$ cat config.mk
export PLATFORM = sky130hd
export DESIGN_NAME = if_fetch_stage
export DESIGN_NICKNAME = d
export VERILOG_FILES = /design/src/rtl/if_fetch_stage_pkg.sv /design/src/rtl/if_fetch_stage_if_id_reg.sv /design/src/rtl/if_fetch_stage.sv
export SDC_FILE = /design/constraint.sdc
export NUM_CORES = 1
export LEC_CHECK = 0
export ABC_AREA = 0
export BUFFER_PORTS_ARGS = -buffer_cell sky130_fd_sc_hd__buf_2
export CAP_MARGIN = 40
export CORE_UTILIZATION = 51
export CTS_CLUSTER_DIAMETER = 80
export DETAILED_ROUTE_END_ITERATION = 8
export PLACE_DENSITY = 0.88
export RECOVER_POWER = 50
export SYNTH_ARGS = -nofsm -noshare
export SYNTH_HDL_FRONTEND = slang
export SYNTH_SLANG_ARGS = --single-unit
export TNS_END_PERCENT = 5
$ cat constraint.sdc
create_clock -name clk -period 5.4 [get_ports clk]
set_clock_uncertainty 0.1 [all_clocks]
set_input_delay 0.27 -clock clk [delete_from_list [all_inputs] [get_ports clk]]
set_output_delay 0.27 -clock clk [all_outputs]
set_load 0.1 [all_outputs]
$ cat src/rtl/if_fetch_stage_pkg.sv
// Shared widths, constants, FSM encoding and the IF/ID entry type for the fetch stage.
package if_fetch_stage_pkg;

  localparam int InstAddrW = 32;
  localparam int InstW     = 32;
  localparam int StallW    = 2;

  localparam logic [InstAddrW-1:0] ZeroWord  = '0;
  localparam logic [InstW-1:0]     NopInst   = '0;
  localparam logic [InstAddrW-1:0] PcStep    = 32'd4;
  localparam logic [InstAddrW-1:0] AlignMask = 32'h0000_0003;

  typedef enum logic [1:0] {
    S_RESET = 2'd0,
    S_RUN   = 2'd1,
    S_HOLD  = 2'd2
  } fetch_state_e;

  typedef struct packed {
    logic [InstAddrW-1:0] pc;
    logic [InstW-1:0]     inst;
    logic                 valid;
    logic                 in_ds;
  } if_id_t;

  // Word-align a redirect target; the two low bits carry no meaning.
  function automatic logic [InstAddrW-1:0] word_align(input logic [InstAddrW-1:0] addr);
    return addr & ~AlignMask;
  endfunction

endpackage

$ cat src/rtl/if_fetch_stage_if_id_reg.sv
// IF/ID pipeline register: flush, bubble insertion, hold and capture, in that priority.
module if_id_reg
  import if_fetch_stage_pkg::*;
(
  input  logic                 clk,
  input  logic                 rst,
  input  logic                 flush_i,
  input  logic [StallW-1:0]    stall_i,
  input  logic                 fetch_en_i,
  input  logic                 squash_i,
  input  logic [InstAddrW-1:0] pc_i,
  input  logic [InstW-1:0]     inst_i,
  input  logic                 in_ds_i,
  output logic [InstAddrW-1:0] id_pc_o,
  output logic [InstW-1:0]     id_inst_o,
  output logic                 id_valid_o,
  output logic                 id_in_delay_slot_o
);

  localparam if_id_t Empty = '{pc: ZeroWord, inst: NopInst, valid: 1'b0, in_ds: 1'b0};

  if_id_t entry_d, entry_q;

  always_comb begin
    // NOTE: default assigned first so every path drives entry_d and no latch is inferred.
    entry_d = entry_q;
    if (flush_i) begin
      entry_d = Empty;
    end else if (stall_i[1] && !stall_i[0]) begin
      entry_d = Empty;
    end else if (stall_i[1]) begin
      entry_d = entry_q;
    end else if (!fetch_en_i || squash_i) begin
      entry_d = Empty;
    end else begin
      entry_d = '{pc: pc_i, inst: inst_i, valid: 1'b1, in_ds: in_ds_i};
    end
  end

  always_ff @(posedge clk) begin
    // NOTE: non-blocking assignments keep every register updating from pre-edge values.
    if (rst) entry_q <= Empty;
    else     entry_q <= entry_d;
  end

  assign id_pc_o            = entry_q.pc;
  assign id_inst_o          = entry_q.inst;
  assign id_valid_o         = entry_q.valid;
  assign id_in_delay_slot_o = entry_q.in_ds;

endmodule

$ cat src/rtl/if_fetch_stage.sv
// Fetch stage: PC, fetch FSM and next-PC selection feeding the IF/ID register.
// Define DELAY_SLOT_EN for MIPS delay-slot semantics; otherwise the word after a taken branch is squashed.
module if_fetch_stage
  import if_fetch_stage_pkg::*;
#(
  parameter logic [InstAddrW-1:0] RESET_PC = 32'h0000_0000
) (
  input  logic                 clk,
  input  logic                 rst,
  input  logic [StallW-1:0]    stall_i,
  input  logic                 branch_flag_i,
  input  logic [InstAddrW-1:0] branch_target_i,
  input  logic                 flush_i,
  input  logic [InstAddrW-1:0] flush_pc_i,
  output logic                 rom_ce_o,
  output logic [InstAddrW-1:0] rom_addr_o,
  input  logic [InstW-1:0]     rom_data_i,
  output logic [InstAddrW-1:0] id_pc_o,
  output logic [InstW-1:0]     id_inst_o,
  output logic                 id_valid_o,
  output logic                 id_in_delay_slot_o
);

  fetch_state_e         state_d, state_q;
  logic [InstAddrW-1:0] pc_d, pc_q;
  logic                 fetch_en;
  logic                 branch_take;
  logic                 if_squash;
  logic                 if_in_ds;

  assign fetch_en    = (state_q != S_RESET);
  // A branch is taken only on an edge that actually moves the PC.
  assign branch_take = branch_flag_i && fetch_en && !flush_i && !stall_i[0];

  always_comb begin
    state_d = state_q;
    unique case (state_q)
      S_RESET:       state_d = S_RUN;
      S_RUN, S_HOLD: state_d = stall_i[0] ? S_HOLD : S_RUN;
      default:       state_d = S_RESET;
    endcase
  end

  always_comb begin
    pc_d = pc_q;
    if (flush_i) begin
      pc_d = flush_pc_i;
    end else if (!fetch_en || stall_i[0]) begin
      pc_d = pc_q;
    end else if (branch_take) begin
      pc_d = word_align(branch_target_i);
    end else begin
      pc_d = pc_q + PcStep;
    end
  end

  always_ff @(posedge clk) begin
    if (rst) begin
      state_q <= S_RESET;
      pc_q    <= RESET_PC;
    end else begin
      state_q <= state_d;
      pc_q    <= pc_d;
    end
  end

`ifdef DELAY_SLOT_EN
  assign if_squash = 1'b0;
  assign if_in_ds  = branch_take;
`else
  assign if_squash = branch_take;
  assign if_in_ds  = 1'b0;
`endif

  assign rom_ce_o   = fetch_en;
  assign rom_addr_o = pc_q;

  if_id_reg u_if_id_reg (
    .clk                (clk),
    .rst                (rst),
    .flush_i            (flush_i),
    .stall_i            (stall_i),
    .fetch_en_i         (fetch_en),
    .squash_i           (if_squash),
    .pc_i               (pc_q),
    .inst_i             (rom_data_i),
    .in_ds_i            (if_in_ds),
    .id_pc_o            (id_pc_o),
    .id_inst_o          (id_inst_o),
    .id_valid_o         (id_valid_o),
    .id_in_delay_slot_o (id_in_delay_slot_o)
  );

endmodule

==> out/metrics.csv <==
metric,value,unit
status,finished clean,
hold_sp,rom_data_i[22],
design area,5700,um2
VDD IR-drop max,127,uV
period utilisation layout,0.526,
CP max stage delay,650,ps
Layout fillers,822,
CTS root buf,clkbuf_8,
Reg power frac,0.472,
via count,5195,
DR WL/cell,17.4,um
crit path kind,reg2reg,
Final nets,828,
sw frac,0.393,
synth warn,0,
Post-synth EDFFs,0,
# clock sinks,99,
"Slew Viols, Final",0,
sequential fraction of the synthesis area,0.426,
Area after DPL,5650,um2
antenna violations before repair,0,
H-tree depth,3,
Syn-to-layout area delta,22.5,%
MaxCap Viol Count,0,
power share of the clock group,0.259,
Post-Syn Area,4660,um2
Synth cell types,60,
CP arrival,2980,ps
cell chain of the critical path,inv_1 > ha_1 > or2_1 > nand2_1 > nor2_1 > a2111oi_0 > or3_1,
WHS Endpoint,u_if_id_reg.id_inst_o[22],
Finished Layout Cells,835,
Logic pwr share,0.269,
RSZ-0062 raised after global routing,false,
cells after synthesis,562,
drt drc,0,
Hold Fails Final Rpt,0,
CTS tree,built,
layout cells sized above 1,0.199,
Hold Crit Class,in2reg,
gpl congestion,0.882,
Post-DP HPWL,10.1,mm
maximum clock frequency,352,MHz
placed cells,820,
Initial Utilization,0.531,
gr usage total,0.296,
largest net degree at the start of global routing,66,
setup_tns,0,ps
Pre-antenna DRT Iters,6,
nature of the critical path endpoint,register,
Yosys reg bits,99,
internal power,1030,uW
Slew headroom,0.205,
Net Switching,668,uW
syn_nets,667,
dominant synthesized flop cell,dfxtp_1,
"Slowest-stage cell, CP",nand2_1,
Ant. Diodes,0,
post-cts hold buffer count,0,
Worst Hold Depth,3,
post-route ant nets,0,
syn avg cell area,8.29,um2
LEAKAGE,0.00209,uW
clock tree buffer depth,2,
# rows,34,
Worst Path Required,5540,ps
reg2reg end,rom_addr_o[25],
Via density,6.22,
"CTS clk-pin slew, worst paths",100,ps
Setup Viol. Count Final,0,
initial drt markers,426,
CTS Buf Count,9,
I/O pin count,201,
Async SR Flop Fraction,0,
Worst R2R Setup Slack,2560,ps
Worst-Skew Late Latency,360,ps
I/O Buffers,197,
core area,8760,um2
final wirelength,14.5,mm
Post-CTS Setup Bufs,0,
worst-margin pin slew,1200,ps
Overflow after GRT,0,
R2R cell count,7,
Die Y,97.6,um
post_cts resized,0,
crit start category,register,
Pwr Density,298,nW/um2
min Tclk post-route,2840,ps
chip width,97.6,um
die area,9520,um2
"Max FO, Critical Path",20,
Reg-to-Reg Start,state_q[0],
first-pass GRT wire length,23.1,mm
vias in the first global route,4817,
## power groups by stage
stage          logic (uW)  registers [uW]  clock network (uW)
2_1_floorplan         168             996                   0
3_3_place_gp          446             814                   0
3_5_place_dp          461             817                   0
4_1_cts               462             800                 445
5_1_grt               481             807                 474
6_report              457             802                 441
## through the flow
step,util,setup slack [ps],total power [uW],hold WS [ps]
floorplan,-,2590,1160,314
global placement,0.639,2460,1260,370
detailed placement,0.645,2310,1280,396
CTS,0.664,2550,1710,25.3
global route,0.651,2460,1760,34.3
finish,0.651,2560,1700,33.5
## flip-flops by register name, summed over array words and instances (netlist names)
name / count
rom_addr_o: 32
state_q: 2
u_if_id_reg.id_inst_o: 32
u_if_id_reg.id_pc_o: 32
u_if_id_reg.id_valid_o: 1
## Yosys cell counts (all sizes together) (2+ instances only)
library cell / count / area, um2
a2111oi: 3 / 26.3
a211o: 2 / 17.5
a211oi: 17 / 138
a21o: 3 / 22.5
a21oi: 29 / 145
a221oi: 3 / 32.5
a22o: 3 / 26.3
a22oi: 71 / 533
a311oi: 2 / 17.5
a31o: 2 / 17.5
a31oi: 2 / 12.5
and4: 6 / 53.8
buf: 20 / 97.6
clkbuf: 34 / 129
dfxtp: 99 / 1980
ha: 3 / 37.5
inv: 15 / 56.3
mux2i: 2 / 20.0
nand2: 19 / 76.3
nand3: 16 / 80.1
nand3b: 4 / 30.0
nand4: 11 / 81.3
nor2: 101 / 379
nor3: 16 / 96.4
nor4: 17 / 125
nor4b: 3 / 26.3
o21a: 2 / 15.0
o21ai: 26 / 130
o31a: 6 / 52.6
or2: 3 / 18.8
or3: 4 / 25.0
or4: 5 / 41.3
## cells in the final DEF, fill, tap and decap left out, types with 4 or more instances in the layout
cell type     n
a211oi_1     15
nor2_1      101
buf_2       101
dfxtp_1      99
a21oi_1      29
or4_1         4
inv_1        15
nand4_1       9
nand2_1      17
nor4_1       14
nand3b_1      4
clkbuf_1     96
nand3_1      16
and4_1        5
nor3_1       13
clkinvlp_4    4
o31a_1        6
clkbuf_8      9
a22oi_1      71
or3_1         4
o21ai_0      23
buf_4         5
## per-layer routing
metal	vias to the layer above	part of all wire	track usage
met5	-	0	0
met4	0	0.019	0.126
met3	35	0.085	0.0388
met2	317	0.50	0.510
met1	2443	0.40	0.371
li1	2400	-	-
## worst max-delay path: cells and delay by family (launching register included)
family	cells	cell delay, ps
and+or+nand+nor	4	1830
adders and majority gates	1	340
DFF	1	320
AOI/OAI and AO/OA	1	70
buffers and inverters	1	50
## cell type report
class,instances,area (um2),area share
multi-input cells,394,2400,0.422
flip-flops and latches,99,1980,0.348
inverters,15,56.3,0.00987
clock buffers,9,124,0.0217
repair buffers,204,951,0.167
well taps,108,135,0.0237
clock inverters,6,50.0,0.00878
## worst max path at each step
stage	startpoint	end	slack, ps	depth (start not counted)
global route	state_q[1]	rom_addr_o[25]	2460	7
finish	state_q[0]	rom_addr_o[25]	2560	7
detailed placement	flush_i	rom_addr_o[4]	2310	6
global placement	flush_i	rom_addr_o[4]	2460	6
floorplan	rom_addr_o[4]	rom_addr_o[23]	2590	7
CTS	state_q[0]	rom_addr_o[25]	2550	7
## cell families (layout without fill, tap and decap cells)
group,after synthesis,after routing,share of synthesized area
simple gates,208,208,0.228
compound gates,179,179,0.271
flops,99,99,0.426
buf+inv,69,234,0.0607
fa+ha+maj,3,3,0.00806
mux,2,2,0.00430
other cells,1,1,0.000805
xor+xnor,1,1,0.00188
Power figures use the tool's default switching activity.
